`config.mk`:
```
export PLATFORM = sky130hd
export DESIGN_NAME = pwm_pulse_capture
export DESIGN_NICKNAME = d
export VERILOG_FILES = /design/src/rtl/pwm_pulse_capture.sv
export SDC_FILE = /design/constraint.sdc
export NUM_CORES = 1
export LEC_CHECK = 0
export ABC_CLOCK_PERIOD_IN_PS = 4500
export CAP_MARGIN = 20
export CORE_ASPECT_RATIO = 1.4
export CORE_UTILIZATION = 35
export DETAILED_ROUTE_END_ITERATION = 6
export GPL_TIMING_DRIVEN = 0
export PLACE_DENSITY_LB_ADDON = 0.1
export SLEW_MARGIN = 15
export SYNTH_ARGS = -nofsm -noshare
export SYNTH_HDL_FRONTEND = slang
export SYNTH_SLANG_ARGS = --single-unit
```
`constraint.sdc`:
```
create_clock -name i_clk -period 4.5 [get_ports i_clk]
set_clock_uncertainty 0.1 [all_clocks]
set_input_delay 0.45 -clock i_clk [delete_from_list [all_inputs] [get_ports i_clk]]
set_output_delay 0.45 -clock i_clk [all_outputs]
set_load 0.03 [all_outputs]
```
`src/rtl/pwm_pulse_capture.sv`:
```
// pwm_pulse_capture: measures RC PWM high-pulse width in microseconds with glitch filtering, range check and loss timeout
module pwm_pulse_capture #(
   parameter int CLK_FREQ      = 100_000_000,
   parameter int FILTER_CYCLES = 4,
   parameter int MIN_US        = 500,
   parameter int MAX_US        = 2500,
   parameter int TIMEOUT_US    = 25000
) (
   input  logic        i_clk,
   input  logic        i_rst,
   input  logic        i_pwm,
   output logic [15:0] o_pwm_value,
   output logic        o_pwm_ready,
   output logic        o_pwm_valid,
   output logic        o_timeout,
   output logic [7:0]  o_err_cnt
);
   localparam int DIV = CLK_FREQ / 1_000_000;
   localparam int PW  = DIV > 1 ? $clog2(DIV) : 1;
   localparam int FW  = FILTER_CYCLES > 1 ? $clog2(FILTER_CYCLES) : 1;
   localparam int LW  = $clog2(TIMEOUT_US + 1);
   localparam logic [1:0] WAIT_LOW  = 2'd0;
   localparam logic [1:0] WAIT_RISE = 2'd1;
   localparam logic [1:0] MEASURE   = 2'd2;
   logic          sync1, sync2, filt, filt_d;
   logic [FW-1:0] flt_cnt;
   logic [1:0]    state;
   logic [PW-1:0] pres, us_pres;
   logic [15:0]   width, width_now;
   logic [LW-1:0] loss;
   logic          rise, fall, tick, us_tick, in_range, accept, reject, timeout_evt;
   // Synchronizer keeps sampling through reset so a pulse cut by reset still reads high afterwards.
   always_ff @(posedge i_clk) begin
      sync1 <= i_pwm;
      sync2 <= sync1;
   end
   always_ff @(posedge i_clk) begin
      if (i_rst) begin
         filt    <= 1'b0;
         filt_d  <= 1'b0;
         flt_cnt <= '0;
      end else begin
         filt_d <= filt;
         if (sync2 == filt)
            flt_cnt <= '0;
         else if (flt_cnt == FW'(FILTER_CYCLES - 1)) begin
            filt    <= sync2;
            flt_cnt <= '0;
         end else
            flt_cnt <= flt_cnt + FW'(1);
      end
   end
   always_comb begin
      rise        = filt & ~filt_d;
      fall        = ~filt & filt_d;
      tick        = (state == MEASURE) && (pres == PW'(DIV - 1));
      width_now   = width + 16'(tick);
      in_range    = (width_now >= 16'(MIN_US)) && (width_now <= 16'(MAX_US));
      accept      = (state == MEASURE) && fall && in_range;
      reject      = (state == MEASURE) && (fall ? !in_range : (tick && width == 16'(MAX_US)));
      us_tick     = us_pres == PW'(DIV - 1);
      timeout_evt = us_tick && (loss == LW'(TIMEOUT_US - 1));
   end
   // The falling-edge cycle is counted too, so the width is floor(high_cycles/DIV).
   always_ff @(posedge i_clk) begin
      if (i_rst) begin
         state <= WAIT_LOW;
         pres  <= '0;
         width <= '0;
      end else begin
         case (state)
            WAIT_LOW:  if (!filt && !sync2) state <= WAIT_RISE;
            WAIT_RISE: if (rise) begin
               state <= MEASURE;
               pres  <= '0;
               width <= '0;
            end
            MEASURE: begin
               if (fall)
                  state <= WAIT_RISE;
               else if (reject)
                  state <= WAIT_LOW;
               pres  <= tick ? '0 : pres + PW'(1);
               width <= width_now;
            end
            default: state <= WAIT_LOW;
         endcase
      end
   end
   always_ff @(posedge i_clk) begin
      if (i_rst) begin
         us_pres     <= '0;
         loss        <= '0;
         o_pwm_value <= '0;
         o_pwm_ready <= 1'b0;
         o_pwm_valid <= 1'b0;
         o_timeout   <= 1'b0;
         o_err_cnt   <= '0;
      end else begin
         us_pres     <= us_tick ? '0 : us_pres + PW'(1);
         loss        <= accept ? '0 : (us_tick && loss != LW'(TIMEOUT_US)) ? loss + LW'(1) : loss;
         o_pwm_ready <= accept;
         if (reject && o_err_cnt != 8'hFF)
            o_err_cnt <= o_err_cnt + 8'd1;
         if (accept) begin
            o_pwm_value <= width_now;
            o_pwm_valid <= 1'b1;
            o_timeout   <= 1'b0;
         end else if (timeout_evt) begin
            o_pwm_value <= '0;
            o_pwm_valid <= 1'b0;
            o_timeout   <= 1'b1;
         end
      end
   end
endmodule

```
==> results.cfg <==
[outcome]
status = finished, final reports clean

[critical_path]
crit_type = reg -> reg
critPathRequiredTime_ns = 4.62
max_stage_delay_ns = 0.40
cp-startpoint = state[0]$_SDFFE_PP0P_
r2r_start = state[0]$_SDFFE_PP0P_
start_kind = register
path_delay_family = simple AND/OR/NAND/NOR gates
crit_path_end_kind = register
cp.arrival_ns = 4.33
cp_num_buf_inv = 5
slowest_stage = a211o_1
cp_max_fo = 10
cp_cell_sequence = nand2b_1, nor3b_1, nand2b_1, inv_1, ha_1, ha_2, buf_2, nand2_1, nor2_2, nand3_1, a211o_1, a2111oi_4, buf_4, or2_1, buf_2, buf_4, nor2_1

[detailed_routing]
ant_nets = 0
routed-via-count = 3466
viasPerCell = 5.30
drt_iter0_drc = 163
wire_per_inst_um = 14.7
finalWirelength_um = 9620
dr.pass1.iters = 4
drc = 0

[timing]
fin_setup_tns_ns = 0
rsz0062_at_grt = false
max_slew_margin = 0.573
post-route-min-period_ns = 4.20
finalSetupViolCount = 0
slew_viol_final = 0
finalCritPeriodShare = 0.934
finalWorstSetupSlack_ns = 0.296
hold_slack_ns = 0.227
fmax_mhz = 238
hold_viol_final = 0
worstMarginPinSlew_ns = 0.640

[placed_design]
place_area_sq_mm = 0.00446
pre_cts_ws_ns = 0.175
port_buffers = 29
dp_hpwl_um = 6840
place_congestion = 0.906

[logic_synthesis]
synth_ff_type = dfxtp_1
ys_types = 61
synth-edff-count = 0
async_flop_share = 0
synth_seq_area_share = 0.402
synth-seq-cells = 80
yosysWarningCount = 0
avgSynthCellArea_sq_um = 8.54
synth_cells = 467
synth_area_leaders = dfxtp_1, nor2_1, a21oi_1, xor2_1, xnor2_1
syn-num-nets = 479
syn_area_sq_mm = 0.00399
synth_top_area_frac = 0.402
synth_largest_area_cell = dfxtp_1

[clock_network]
numClockSinks = 80
root_buffer = clkbuf_16
h-tree-depth = 3
cts_tree = built
cts.reportedPaths.clkPinSlew_ns = 0.06
clockBufferDepth = 2
clk_latency_ns = 0.33
cts_made_buffers = 9

[global_routing]
grt_pass1_vias = 3214
overflow = 0
antenna_found_initial = 0
grt_usage = 0.172
grt_pass1_wl_um = 16100
grt_max_degree = 15

[cells_and_area]
final_area_sq_mm = 0.00480
final_cell_mix = dfxtp_1, nor2_1, a21oi_1, clkdlybuf4s50_1
area_growth_pct = 20.5
layout_commonest_cell = dfxtp_1
finalNetCount = 520
drive_above_1_share = 0.103
antenna_cells = 0

[hold_path]
hold_class = reg -> reg
min-delay-start = sync1$_DFF_P_

[floorplanning]
die_w_um = 92.2
die_h_um = 128
start_util = 0.363
core_area_sq_mm = 0.0110
die-area_sq_mm = 0.0118
pin_count = 30
row_count = 45

[pwr]
power.share.clock = 0.514
seqPwrFrac = 0.466
p_comb_frac = 0.020
finalPower_uw = 1540
p_sw_uw = 325
p_int_uw = 1210
p_per_area_mw_per_mm2 = 320
swShare = 0.211
p_leak_uw = 0.00173
vdd.ir_drop.worst_mv = 0.229

[flow_run]
drv_cap = 0
[flip-flops by register name, indices dropped and copies added, names as in the netlist, 2 cells and up]
signal,flops
o_err_cnt,8
pres,7
state,2
us_pres,7
loss,15
width,16
o_pwm_value,16
flt_cnt,2
[cell type report]
| type | count | area [sq um] |
|---|---|---|
| Multi-Input combinational cell | 350 | 2230 |
| Tap cell | 141 | 176 |
| Clock inverter | 6 | 93.8 |
| Buffer | 27 | 134 |
| Sequential cell | 80 | 1600 |
| Inverter | 10 | 37.5 |
| Fill cell | 1150 | 6170 |
| Clock buffer | 10 | 229 |
| Timing Repair Buffer | 30 | 298 |
[worst paths after layout]
kind	to	slack, ns	cells after the start
setup / recovery	loss[10]$_SDFFE_PP0P_	0.30	17
hold / removal	sync2$_DFF_P_	0.23	0
setup reg to reg	loss[10]$_SDFFE_PP0P_	0.30	17
hold reg to reg	sync2$_DFF_P_	0.23	0
[through the flow]
| step | std cells | util |
|---|---|---|
| floorplan | 467 | - |
| global placement | 637 | 0.406 |
| detailed placement | 637 | 0.406 |
| CTS | 653 | 0.435 |
| global route | 654 | 0.438 |
| finish | 654 | 0.438 |
[what timing repair did]
| action | in CTS | in global routing |
|---|---|---|
| setup buffers | 0 | 1 |
| resized for setup | 0 | 4 |
| endpoints found under the setup margin | 0 | 26 |
| hold buffers | 0 | 0 |
[worst reg2reg max path, stage by stage (launching register included)]
cell,delay (ns)
dfxtp_1,0.36
nand2b_1,0.24
nor3b_1,0.28
nand2b_1,0.14
inv_1,0.12
ha_1,0.36
ha_2,0.32
buf_2,0.24
nand2_1,0.12
nor2_2,0.25
nand3_1,0.17
a211o_1,0.40
a2111oi_4,0.28
buf_4,0.20
or2_1,0.10
buf_2,0.16
buf_4,0.19
nor2_1,0.06
[power by group through the flow]
stage               clock (uW)  sequential [uW]  combinational (uW)
finish                     791              717                30.7
global route               848              717                34.7
CTS                        814              717                31.5
detailed placement           0              733                31.4
global placement             0              733                31.3
floorplan                    0              732                21.0
[synthesized netlist by cell type (2+ instances only)]
master,instances
nor4bb_1,2
nand3_1,24
nor4b_1,2
nand3b_1,4
ha_1,9
mux2_2,6
nand2_1,24
o21ai_1,2
or3_1,6
xnor2_1,14
and4_1,6
buf_2,8
a22oi_1,10
nor2_1,75
nor3_2,2
or2_2,3
and2_1,7
inv_1,9
nor3b_1,7
a21oi_1,31
o31ai_1,2
a22o_1,9
nand4_1,10
nor3_1,3
a311oi_1,4
buf_4,4
mux2i_1,3
and3_1,6
a211o_1,2
clkbuf_1,14
dfxtp_1,80
a31oi_1,5
nand2b_1,4
xor2_1,16
a41oi_1,2
nor4_1,5
nor2b_1,9
o21ai_0,15
[routing by layer]
metal,global-route usage,up-vias,share of wire
li1,-,1750,-
met1,0.214,1644,0.45
met2,0.291,60,0.49
met3,0.0338,12,0.034
met4,0.0708,0,0.019
met5,0,-,0
[cell families (layout without fill, tap and decap cells)]
group                    after synthesis  after routing  share of synthesized area
XOR/XNOR                              30             30                     0.0659
multiplexers                           9              9                     0.0245
adder cells (fa/ha/maj)                9              9                     0.0282
AND/OR/NAND/NOR                      207            207                      0.276
buffers and inverters                 37             83                     0.0430
AO/OA/AOI/OAI                         95             95                      0.161
flip-flops                            80             80                      0.402
No activity file was read; power rests on OpenSTA's default activity.
